### config.mk
export PLATFORM = sky130hd
export DESIGN_NAME = req_onehot_arbiter
export DESIGN_NICKNAME = d
export VERILOG_FILES = /design/src/rtl/req_arb_pkg.sv /design/src/rtl/req_onehot_arbiter_onehot_pick.sv /design/src/rtl/req_onehot_arbiter.sv
export SDC_FILE = /design/constraint.sdc
export NUM_CORES = 1
export LEC_CHECK = 0
export ABC_AREA = 1
export BUFFER_PORTS_ARGS = -buffer_cell sky130_fd_sc_hd__buf_2
export CORE_MARGIN = 8
export CORE_UTILIZATION = 50
export DETAILED_ROUTE_END_ITERATION = 12
export PLACE_DENSITY = 0.88
export SLEW_MARGIN = 20
export SYNTH_ARGS = -nofsm -noshare
export SYNTH_HDL_FRONTEND = slang
export SYNTH_SLANG_ARGS = --single-unit
### constraint.sdc
create_clock -name clk -period 8.85 [get_ports clk]
set_input_delay 0.885 -clock clk [delete_from_list [all_inputs] [get_ports clk]]
set_output_delay 0.885 -clock clk [all_outputs]
set_load 0.01 [all_outputs]
### src/rtl/req_arb_pkg.sv
// Shared defaults, index type and offer-state encoding for the request arbiter.
package req_arb_pkg;

  localparam int unsigned N_REQ_DEF = 8;
  localparam int unsigned CNT_W_DEF = 8;

  typedef logic [$clog2(N_REQ_DEF)-1:0] idx_t;

  typedef enum logic {
    ST_EMPTY = 1'b0,
    ST_OFFER = 1'b1
  } state_t;

endpackage

### src/rtl/req_onehot_arbiter_onehot_pick.sv
// Combinational first-set picker starting just above a base index, wrapping
// modulo N. With base = N-1 the search starts at bit 0 (fixed priority).
module onehot_pick #(
  parameter int unsigned N = 8
) (
  input  logic [N-1:0]         pending,
  input  logic [$clog2(N)-1:0] base,
  output logic [N-1:0]         pick,
  output logic [$clog2(N)-1:0] pick_idx,
  output logic                 any
);

  localparam int unsigned IW = $clog2(N);

  logic [IW-1:0] k;

  // Walk the rotated request vector and keep the first pending bit found.
  // N is a power of two, so the IW-bit add wraps modulo N for free.
  always_comb begin
    pick     = '0;
    pick_idx = '0;
    any      = 1'b0;
    k        = '0;
    for (int unsigned j = 0; j < N; j++) begin
      k = base + IW'(1) + IW'(j);
      if (!any && pending[k]) begin
        any      = 1'b1;
        pick_idx = k;
        pick[k]  = 1'b1;
      end
    end
  end

endmodule

### src/rtl/req_onehot_arbiter.sv
// Sticky-request arbiter feeding the 8-to-3 encoder: captures request pulses
// into pending bits and issues them one at a time as a registered one-hot
// word under a valid/ready handshake, counting merged (dropped) requests.
// Optional macro REQ_ARB_ROUND_ROBIN_EN: round-robin selection from ptr+1;
// without it, fixed lowest-index priority and no pointer register.
module req_onehot_arbiter
  import req_arb_pkg::*;
#(
  parameter int unsigned N_REQ = N_REQ_DEF,
  parameter int unsigned CNT_W = CNT_W_DEF
) (
  input  logic             clk,
  input  logic             rst,
  input  logic [N_REQ-1:0] req_i,
  output logic [N_REQ-1:0] out_onehot,
  output logic             out_valid,
  input  logic             out_ready,
  output logic [N_REQ-1:0] pending_o,
  output logic [CNT_W-1:0] drop_cnt,
  input  logic             clear_drop
);

  localparam int unsigned IW = $clog2(N_REQ);
  localparam int unsigned SW = CNT_W + IW + 1;

  state_t           state, state_next;
  logic [N_REQ-1:0] pending;
  logic [N_REQ-1:0] pick;
  logic [N_REQ-1:0] load_mask;
  logic [N_REQ-1:0] drop_bits;
  logic [IW-1:0]    pick_idx;
  logic [IW-1:0]    base;
  logic             any;
  logic             slot_free;
  logic             load;
  logic [SW-1:0]    drop_sum;
  logic [CNT_W-1:0] drop_next;

`ifdef REQ_ARB_ROUND_ROBIN_EN
  logic [IW-1:0] ptr;

  // Remember the last granted index so the next search starts just above it.
  always_ff @(posedge clk) begin
    if (rst) begin
      ptr <= '1;
    end else if (load) begin
      ptr <= pick_idx;
    end
  end

  assign base = ptr;
`else
  assign base = '1;
`endif

  onehot_pick #(.N(N_REQ)) u_pick (
    .pending  (pending),
    .base     (base),
    .pick     (pick),
    .pick_idx (pick_idx),
    .any      (any)
  );

  assign out_valid = (state == ST_OFFER);
  assign pending_o = pending;

  // Slot availability, load decision and next offer state.
  always_comb begin
    slot_free  = (state == ST_EMPTY) || out_ready;
    load       = slot_free && any;
    load_mask  = '0;
    if (load) begin
      load_mask[pick_idx] = 1'b1;
    end
    state_next = state;
    if (slot_free) begin
      state_next = any ? ST_OFFER : ST_EMPTY;
    end
  end

  // Count requests merged into a bit that stays pending, saturating at all-ones.
  always_comb begin
    drop_bits = req_i & pending & ~load_mask;
    drop_sum  = SW'(drop_cnt);
    for (int unsigned j = 0; j < N_REQ; j++) begin
      drop_sum = drop_sum + SW'(drop_bits[j]);
    end
    drop_next = (drop_sum > SW'({CNT_W{1'b1}})) ? '1 : CNT_W'(drop_sum);
  end

  // Pending capture, output register, offer state and drop counter.
  always_ff @(posedge clk) begin
    if (rst) begin
      state      <= ST_EMPTY;
      pending    <= '0;
      out_onehot <= '0;
      drop_cnt   <= '0;
    end else begin
      state   <= state_next;
      pending <= (pending & ~load_mask) | req_i;
      if (slot_free) begin
        out_onehot <= load ? pick : '0;
      end
      drop_cnt <= clear_drop ? '0 : drop_next;
    end
  end

endmodule

==> metrics.yaml, run 1 <==
die-area_um2: 4717
syn_area_per_cell_um2: 8.211
yosysSeqAreaShare: 0.3607
async_flop_share: 0
cts_hold_buffers: 0
hold_slack_ns: 0.4707
synth_area_leader_cell: "dfxtp_1"
wire_per_inst_um: 12.74
finalCritPeriodShare: 0.5280
hold_violations: 0
use_met3: 0.04685
combinationalPowerShare: 0.259
switching_share: 0.3288
yosysMostFrequentCell: "inv_1"
dpl_worst_slack_ns: 3.905
critPathRequiredTime_ns: 9.14
cts_setup_buffers: 0
slew_violations: 0
cts.path.max_buffers: 2
worst_slack_ns: 4.177
cts_tree: "done"
grt_max_degree: 19
htree_levels: 1
synth_top_flop_cell: "dfxtp_1"
final_antenna_net_count: 0
p_leak_nw: 0.8431
seqPwrFrac: 0.518
fillers: 242
netlist_instances: 169
r2r_setup_slack_ns: 4.33
slew_headroom: 0.7466
grt_busiest_layer: "met2"
intPower_mw: 0.1618
holdCritStartpoint: "out_onehot[1]"
clkPwrFrac: 0.223
synth_seq_cells: 25
min_to: "out_onehot[1]"
synth.area.top_cells: "dfxtp_1 36%, inv_1 8.1%, fa_1 7.2%"
grt_overflow: 0
hp-class: "flop to flop"
initial_utilization: 0.5165
cap_violations: 0
fin_crit_ns: 4.673
grtUsageTotal: 0.1388
hpwl_mm: 2.407
reg2reg_to: "drop_cnt[5]"
fin_area_um2: 1629
row_count: 19
antennaDiodeCount: 0
drt_iter0_drc: 64
area_delta_synth_final_pct: 17.40
whs_path_depth: 2
r2r_cells: 21
via_per_inst: 5.197
synth_edf_count: 0
insertion_delay_ns: 0.33
grt_pass1_vias: 1221
critPathKind: "input port to flop"
wirelength_mm: 3.033
clock_skew_ns: 0.004066
dieWidth_um: 68.68
grt_pass1_wl_mm: 5.106
crit_fanout: 10
ys_warn_count: 0
grtUsageMet1: 0.1472
numPortBuffers: 36
critPathLaunchType: "input port"
tightest_slew_ns: 0.3797
die-height_um: 68.68
vdd_drop_max_v: 0.0001228
synth.cell_area_um2: 1388
syn_nets: 192
drive_above_1_share: 0.3092
cts_resized: 0
cts_root_buffer: "clkbuf_4"
multi_input_area_um2: 749.5
final-seq-area_um2: 500.5
antenna_found_initial: 0
synth_top_area_share: 0.3607
cp_data_arrival_time_ns: 4.96
via_count: 1237
rsz0062_at_grt: "no"
max_clock_freq_ghz: 0.2140
netSwitchingPower_mw: 0.07926
route.detailed.drc: 0
first_pass_iters: 4
nets: 231
tns_ns: 0
place.gp.congestion: 0.8349
synth_common_cells: "30 x inv_1, 25 x dfxtp_1, 22 x nand2_1, 17 x a21oi_1"
grt_use_met2: 0.2555
clk_pin_slew_ns: 0.14
coreArea_um2: 2686
io_pins: 37
status: "complete, no violations"
finalSetupViolations: 0
r2r_start: "pending_o[0]"
yosysUniqueCellTypes: 25
numCtsBuffers: 3
critPathCaptureType: "flop"
place_area_um2: 1599
powerDensity_nw_per_um2: 148.0
cts.sinks: 25
final_util: 0.6064
-- area by class of cell --
| type | count | area share |
|---|---|---|
| multi-input cells | 111 | 0.4601 |
| flip-flops and latches | 25 | 0.3072 |
| repair buffers | 36 | 0.1106 |
| inverters | 31 | 0.07988 |
| well taps | 31 | 0.02381 |
| clock buffers | 3 | 0.01382 |
| clock inverters | 1 | 0.004608 |
-- worst max-delay path: stages --
cell and delay (ns):
buf_2 0.10, nor2_2 0.32, bufinv_8 0.28, nand3_2 0.08
nand2_2 0.06, nor2_1 0.14, fa_1 0.19, inv_1 0.06
fa_1 0.53, inv_1 0.05, fa_1 0.53, inv_1 0.06
fa_1 0.46, fa_1 0.44, nand3b_1 0.21, nand2_1 0.14
nand3_1 0.18, nand3_1 0.13, nand2_1 0.06, inv_1 0.06
-- registers in the layout, summed over array words and instances (netlist names) --
name / count
out_onehot: 8
pending_o: 8
out_valid: 1
drop_cnt: 8
-- routing by layer --
metal	share of wire	routed length, um	vias up
li1	-	-	619
met1	0.40	1201	576
met2	0.51	1549	37
met3	0.086	261	5
met4	0.0069	21	0
met5	0	0	-
-- through the flow --
stage	power, mW	instances
floorplan	0.1694	169
global placement	0.1873	234
detailed placement	0.1896	234
CTS	0.2435	238
global route	0.2578	238
finish	0.2411	238
-- layout by cell type, fill, tap and decap left out, drive strengths merged --
cell,instances
o211a,1
nand3,20
xnor2,1
nand3b,1
o21bai,1
buf,36
xor2,1
a21oi,24
fa,5
inv,30
clkbuf,3
clkinvlp,1
nor2,16
ha,6
nor3b,1
nand4,5
bufinv,1
or2,1
nand2,26
dfxtp,25
nor3,2
-- worst max path at each step --
stage	from	endpoint	slack (ns)	cells after the start
3_5_place_dp	out_ready	drop_cnt[5]	3.90	20
4_1_cts	out_ready	drop_cnt[2]	4.21	18
3_3_place_gp	out_ready	drop_cnt[5]	4.03	20
2_1_floorplan	out_ready	drop_cnt[5]	4.27	19
6_report	out_ready	drop_cnt[5]	4.18	20
5_1_grt	out_ready	drop_cnt[5]	3.91	20
-- power groups by stage --
| stage | sequential [mW] | combinational (mW) | clock, mW |
|---|---|---|---|
| finish | 0.125 | 0.0625 | 0.0537 |
| global route | 0.126 | 0.0712 | 0.0603 |
| CTS | 0.125 | 0.0631 | 0.0555 |
| detailed placement | 0.127 | 0.0621 | 0 |
| global placement | 0.127 | 0.0599 | 0 |
| floorplan | 0.130 | 0.0394 | 0 |
-- cells by family (layout without fill, tap and decap cells) --
group,count (synthesis),after routing,share of synthesized area
AND/OR/NAND/NOR,72,72,0.2831
buffers and inverters,33,71,0.09919
AO/OA/AOI/OAI,26,26,0.1181
flip-flops,25,25,0.3607
adder cells (fa/ha/maj),11,11,0.1262
XOR/XNOR,2,2,0.01263
Power figures use the tool's default switching activity.
==> inputs of run 2 (changes only) <==
==> constraint.sdc (replaced) <==
create_clock -name clk -period 4.9 [get_ports clk]
set_input_delay 0.49 -clock clk [delete_from_list [all_inputs] [get_ports clk]]
set_output_delay 0.49 -clock clk [all_outputs]
set_load 0.01 [all_outputs]
==> run 2 against run 1 <==
Count of clock-buffer cells in the layout is 1 higher. Flip-flop and latch count is the same. Worst setup slack lost 3.7 ns. Clock power up 72%. Clock skew is 0.0023 ns lower. Critical path type is now flop to flop. Largest power group unchanged.
==> metrics.yaml, run 2 (synthesized netlist as in run 1, its figures left out) <==
numPortBuffers: 36  # unchanged
r2r_cells: 21  # unchanged
drive_above_1_share: 0.3077  # -0.001486
grtUsageTotal: 0.1414  # +0.002653
vdd_drop_max_v: 0.0001570  # +28%
powerDensity_nw_per_um2: 264.3  # +79%
critPathKind: "flop to flop"
die-area_um2: 4717  # unchanged
worst_slack_ns: 0.4361  # -3.741 ns
cts_tree: "done"
final_common_cell: "buf_2"
row_count: 19  # unchanged
tightest_slew_ns: 0.4036  # +0.02388 ns
clock_skew_ns: 0.001800  # -0.002266 ns
stdcell_count: 239  # +0.42%
final_antenna_net_count: 0  # unchanged
htree_levels: 1  # unchanged
whs_path_depth: 3  # +1
via_count: 1194  # -3.5%
finalCritPeriodShare: 0.9110
io_pins: 37  # unchanged
clk_pin_slew_ns: 0.13  # about the same
cp-endpoint: "drop_cnt[5]"
tns_ns: 0  # unchanged
place_area_um2: 1607  # +0.47%
cts.path.max_buffers: 2  # unchanged
via_per_inst: 4.996  # -3.9%
antennaDiodeCount: 0  # unchanged
grt_pass1_vias: 1282  # +5.0%
area_delta_synth_final_pct: 17.67
rsz0062_at_grt: "no"
fin_area_um2: 1633  # +0.23%
slew_headroom: 0.7309  # -0.01565
finalSetupViolations: 0  # unchanged
r2r_start: "pending_o[0]"
initial_utilization: 0.5165  # unchanged
startpoint: "pending_o[0]"
crit_fanout: 8  # -2
critPathLaunchType: "flop"
coreArea_um2: 2686  # unchanged
fin_crit_ns: 4.464
critPathRequiredTime_ns: 5.17  # -3.97 ns
reg2reg_to: "drop_cnt[5]"
die-height_um: 68.68  # unchanged
dieWidth_um: 68.68  # unchanged
mostFrequentLayoutCells: "36 x buf_2, 30 x inv_1, 25 x dfxtp_1"
insertion_delay_ns: 0.31  # -0.02 ns
hp-class: "input port to flop"
cts_resized: 0  # unchanged
status: "complete, no violations"
hpwl_mm: 2.404  # -0.13%
cap_violations: 0  # unchanged
r2r_setup_slack_ns: 0.44  # -3.89 ns
grt_overflow: 0  # unchanged
grt_pass1_wl_mm: 5.313  # +4.1%
route.detailed.drc: 0  # unchanged
drt_iter0_drc: 41  # -36%
cts_hold_buffers: 0  # unchanged
wirelength_mm: 2.963  # -2.3%
dp.cells: 235  # +0.43%
critPathCaptureType: "flop"
numCtsBuffers: 3  # unchanged
slew_violations: 0  # unchanged
first_pass_iters: 4  # unchanged
hold_violations: 0  # unchanged
cts_root_buffer: "clkbuf_4"
place.gp.congestion: 0.8413  # +0.77%
p_leak_nw: 0.8493  # +0.73%
wire_per_inst_um: 12.40  # -2.7%
cp_data_arrival_time_ns: 4.74  # -0.22 ns
cts_setup_buffers: 0  # unchanged
max_clock_freq_ghz: 0.2240
antenna_found_initial: 0  # unchanged
grt_max_degree: 19  # unchanged
dpl_worst_slack_ns: 0.4518  # -3.453 ns
nets: 232  # +0.43%
cts.sinks: 25  # unchanged
==> run 2: cell types whose count changed in the layout (fill, tap and decap cells not counted), sizes merged <==
cell,previous run,this run
clkinvlp,1,0
clkbuf,3,4
buf,36,37
==> run 2: layout make-up <==
class                   instances  area, um^2
multi-input cells             111       749.5
clock buffers                   4       26.28
flip-flops and latches         25       500.5
repair buffers                 37       187.7
fillers                       261        1054
well taps                      31       38.79
inverters                      31       130.1
==> run 2: report_power, final <==
part | internal [mW] | leakage (nW) | switching [mW] | total [mW]
registers | 0.215 | 0.205 | 0.0106 | 0.226
logic | 0.0465 | 0.629 | 0.0672 | 0.114
clock network | 0.0318 | 0.0150 | 0.0605 | 0.0923
==> run 2: routing by layer <==
metal	up-vias	track usage	part of all wire
li1	625	-	-
met4	0	0.05371	0.013
met2	27	0.2532	0.49
met1	538	0.1616	0.42
met5	-	0	0
met3	4	0.02746	0.075
==> run 2: stage by stage <==
stage / total power, mW / hold WS [ns] / util
2_1_floorplan: 0.3060 / 0.4877 / -
3_3_place_gp: 0.3392 / 0.4485 / 0.5980
3_5_place_dp: 0.3445 / 0.4511 / 0.5980
4_1_cts: 0.4379 / 0.3981 / 0.6078
5_1_grt: 0.4633 / 0.3954 / 0.6078
6_report: 0.4316 / 0.4055 / 0.6078
==> run 2: how the worst min path moves through the flow <==
| stage | endpoint | start | slack, ns |
|---|---|---|---|
| final | pending_o[7] | req_i[7] | 0.41 |
| after global routing | pending_o[5] | req_i[5] | 0.40 |
| after CTS | pending_o[7] | req_i[7] | 0.40 |
| after detailed placement | out_onehot[1] | out_onehot[1] | 0.45 |
| after global placement | out_onehot[0] | out_onehot[0] | 0.45 |
| after floorplan | out_onehot[0] | out_onehot[0] | 0.49 |
==> run 2: critical path, stage by stage, from the launching register on <==
cell and delay [ns]:
dfxtp_1 0.47, nor2_2 0.09, nand2_2 0.10, nor2_4 0.04
nand4_4 0.13, nand3_2 0.10, nand2_2 0.09, nor2_1 0.06
fa_1 0.50, inv_1 0.05, fa_1 0.53, inv_1 0.06
fa_1 0.53, inv_1 0.06, fa_1 0.46, fa_1 0.41
nand3b_1 0.20, nand2_1 0.14, nand3_1 0.16, nand3_1 0.14
nand2_1 0.05, inv_1 0.05
==> inputs of run 3 (changes only) <==
--- a/config.mk
+++ b/config.mk
@@ -5,7 +5,7 @@
 export SDC_FILE = /design/constraint.sdc
 export NUM_CORES = 1
 export LEC_CHECK = 0
-export ABC_AREA = 1
+export ABC_AREA = 0
 export BUFFER_PORTS_ARGS = -buffer_cell sky130_fd_sc_hd__buf_2
 export CORE_MARGIN = 8
 export CORE_UTILIZATION = 50
==> run 3 against run 2 <==
Global-route usage is 0.69 points higher. Cell count down 3.3%. Sequential power up 2%. Design area increased by 1.0%. Largest power group unchanged. Highest routed layer unchanged.
==> metrics.yaml, run 3 <==
cp_data_arrival_time_ns: 4.86  # +0.12 ns
grt_pass1_wl_mm: 5.395  # +1.5%
die-height_um: 68.75  # +0.10%
first_pass_iters: 4  # unchanged
synth.cell_area_um2: 1391  # +0.27%
grt_overflow: 0  # unchanged
antenna_found_initial: 0  # unchanged
fin_crit_ns: 4.589  # +0.1246 ns
initial_utilization: 0.5134  # -0.003146
cts_setup_buffers: 0  # unchanged
numCtsBuffers: 3  # unchanged
numPortBuffers: 36  # unchanged
yosysUniqueCellTypes: 41  # +64%
hold_violations: 0  # unchanged
netlist_instances: 164  # -3.0%
cts_tree: "done"
hp-class: "input port to flop"
coreArea_um2: 2710  # +0.88%
finalSetupViolations: 0  # unchanged
htree_levels: 1  # unchanged
clk_pin_slew_ns: 0.14  # about the same
synth.area.top_cells: "dfxtp_1 36%, fa_1 7.2%, a21oi_1 5.8%"
hold_slack_ns: 0.3750  # -0.03050 ns
grt_pass1_vias: 1231  # -4.0%
crit_fanout: 9  # +1
final_antenna_net_count: 0  # unchanged
ys_warn_count: 0  # unchanged
cts_root_buffer: "clkbuf_4"
p_leak_nw: 0.7351  # -13%
clock_skew_ns: 0.008712  # +0.006912 ns
synth_common_cells: "25 x dfxtp_1, 16 x a21oi_1, 16 x nor2_1, 15 x nand2_1, 11 x inv_1"
syn_area_per_cell_um2: 8.484  # +3.3%
status: "complete, no violations"
drive_above_1_share: 0.2550  # -0.05269
wirelength_mm: 3.309  # +12%
final_common_cell: "buf_2"
place.gp.congestion: 0.8477  # +0.76%
nets: 224  # -3.4%
powerDensity_nw_per_um2: 271.6  # +2.8%
critPathLaunchType: "flop"
synth_edf_count: 0  # unchanged
max_clock_freq_ghz: 0.2179  # -2.7%
critPathRequiredTime_ns: 5.17  # about the same
async_flop_share: 0  # unchanged
route.detailed.drc: 0  # unchanged
cts_hold_buffers: 0  # unchanged
synth_top_area_share: 0.3597  # -0.0009731
via_count: 1311  # +9.8%
cts_resized: 0  # unchanged
wire_per_inst_um: 14.32  # +16%
critPathKind: "flop to flop"
syn_nets: 187  # -2.6%
rsz0062_at_grt: "no"
grtUsageTotal: 0.1483  # +0.006913
slew_violations: 0  # unchanged
whs_path_depth: 2  # -1
finalCritPeriodShare: 0.9364  # +0.02543
area_delta_synth_final_pct: 18.53
cap_violations: 0  # unchanged
antennaDiodeCount: 0  # unchanged
insertion_delay_ns: 0.33  # +0.02 ns
critPathCaptureType: "flop"
dp.cells: 227  # -3.4%
stdcell_count: 231  # -3.3%
tns_ns: 0  # unchanged
cts.path.max_buffers: 2  # unchanged
hpwl_mm: 2.602  # +8.2%
yosysMostFrequentCell: "dfxtp_1"
tightest_slew_ns: 0.4022  # -0.001450 ns
io_pins: 37  # unchanged
fillers: 248  # -5.0%
r2r_cells: 16  # -24%
finalPower_mw: 0.4478  # +3.8%
row_count: 19  # unchanged
cts.sinks: 25  # unchanged
grt_max_degree: 19  # unchanged
synth_area_leader_cell: "dfxtp_1"
die-area_um2: 4727  # +0.20%
synth_seq_cells: 25  # unchanged
vdd_drop_max_v: 0.0002347  # +50%
yosysSeqAreaShare: 0.3597  # -0.0009731
via_per_inst: 5.675  # +14%
drt_iter0_drc: 112  # +170%
mostFrequentLayoutCells: "36 x buf_2, 25 x dfxtp_1, 16 x nor2_1"
synth_top_flop_cell: "dfxtp_1"
slew_headroom: 0.7315  # about the same
dieWidth_um: 68.75  # +0.10%
==> run 3: cell count changes after synthesis, moves of 4 or more <==
cell,change
a21oi_2,-7
clkbuf_1,+5
inv_1,-19
nand2_1,-7
nand2_2,-4
nand3_2,-7
o31ai_1,+4
==> run 3: logic make-up after synthesis <==
logic type,count (synthesis),synth area share
and+or+nand+nor,63,0.2248
AOI/OAI and AO/OA,44,0.2284
DFF,25,0.3597
buffers and inverters,20,0.05485
adders and majority gates,11,0.1259
xor gates and xnor gates,1,0.006296
==> run 3: worst paths after layout <==
| check | from | endpoint | slack (ns) |
|---|---|---|---|
| setup / recovery | pending_o[2] | drop_cnt[0] | 0.31 |
| hold / removal | req_i[0] | pending_o[0] | 0.38 |
| setup reg to reg | pending_o[2] | drop_cnt[0] | 0.31 |
| hold reg to reg | out_onehot[4] | out_onehot[4] | 0.46 |
==> run 3: metrics by stage <==
stage	setup WS (ns)	util	cell area [um^2]
3_5_place_dp	0.1906	0.5937	1609
2_1_floorplan	0.3373	-	1391
5_1_grt	0.01331	0.6085	1649
3_3_place_gp	0.3454	0.5937	1609
6_report	0.3115	0.6085	1649
4_1_cts	0.1710	0.6039	1637
==> run 3: worst max-delay path, stage by stage (launching register included) <==
cell	delay (ns)
dfxtp_1	0.59
nor4_4	0.11
nand2_1	0.13
a21boi_0	0.11
and2_1	0.19
fa_1	0.50
inv_1	0.05
fa_1	0.53
inv_1	0.06
fa_1	0.53
inv_1	0.06
fa_1	0.45
fa_1	0.41
nand2b_1	0.18
a21oi_2	0.26
nand3_1	0.19
a21oi_1	0.18
==> run 3: power breakdown <==
part	leakage, nW	switching [mW]	internal (mW)
logic	0.512	0.0707	0.0520
registers	0.205	0.0141	0.216
clock network	0.0177	0.0647	0.0307
total	0.735	0.150	0.298
==> run 3: area by class of cell <==
class / count / area (um^2) / area share
well taps: 31 / 38.79 / 0.02352
multi-input cells: 119 / 827.0 / 0.5015
repair buffers: 40 / 210.2 / 0.1275
clock inverters: 1 / 5.005 / 0.003035
flip-flops and latches: 25 / 500.5 / 0.3035
inverters: 12 / 45.04 / 0.02731
clock buffers: 3 / 22.52 / 0.01366
==> run 3: layer usage <==
layer | up-vias | part of all wire | GRT usage
li1 | 654 | - | -
met1 | 602 | 0.42 | 0.1643
met2 | 46 | 0.48 | 0.2451
met3 | 9 | 0.088 | 0.05654
met4 | 0 | 0.018 | 0.07268
met5 | - | 0 | 0
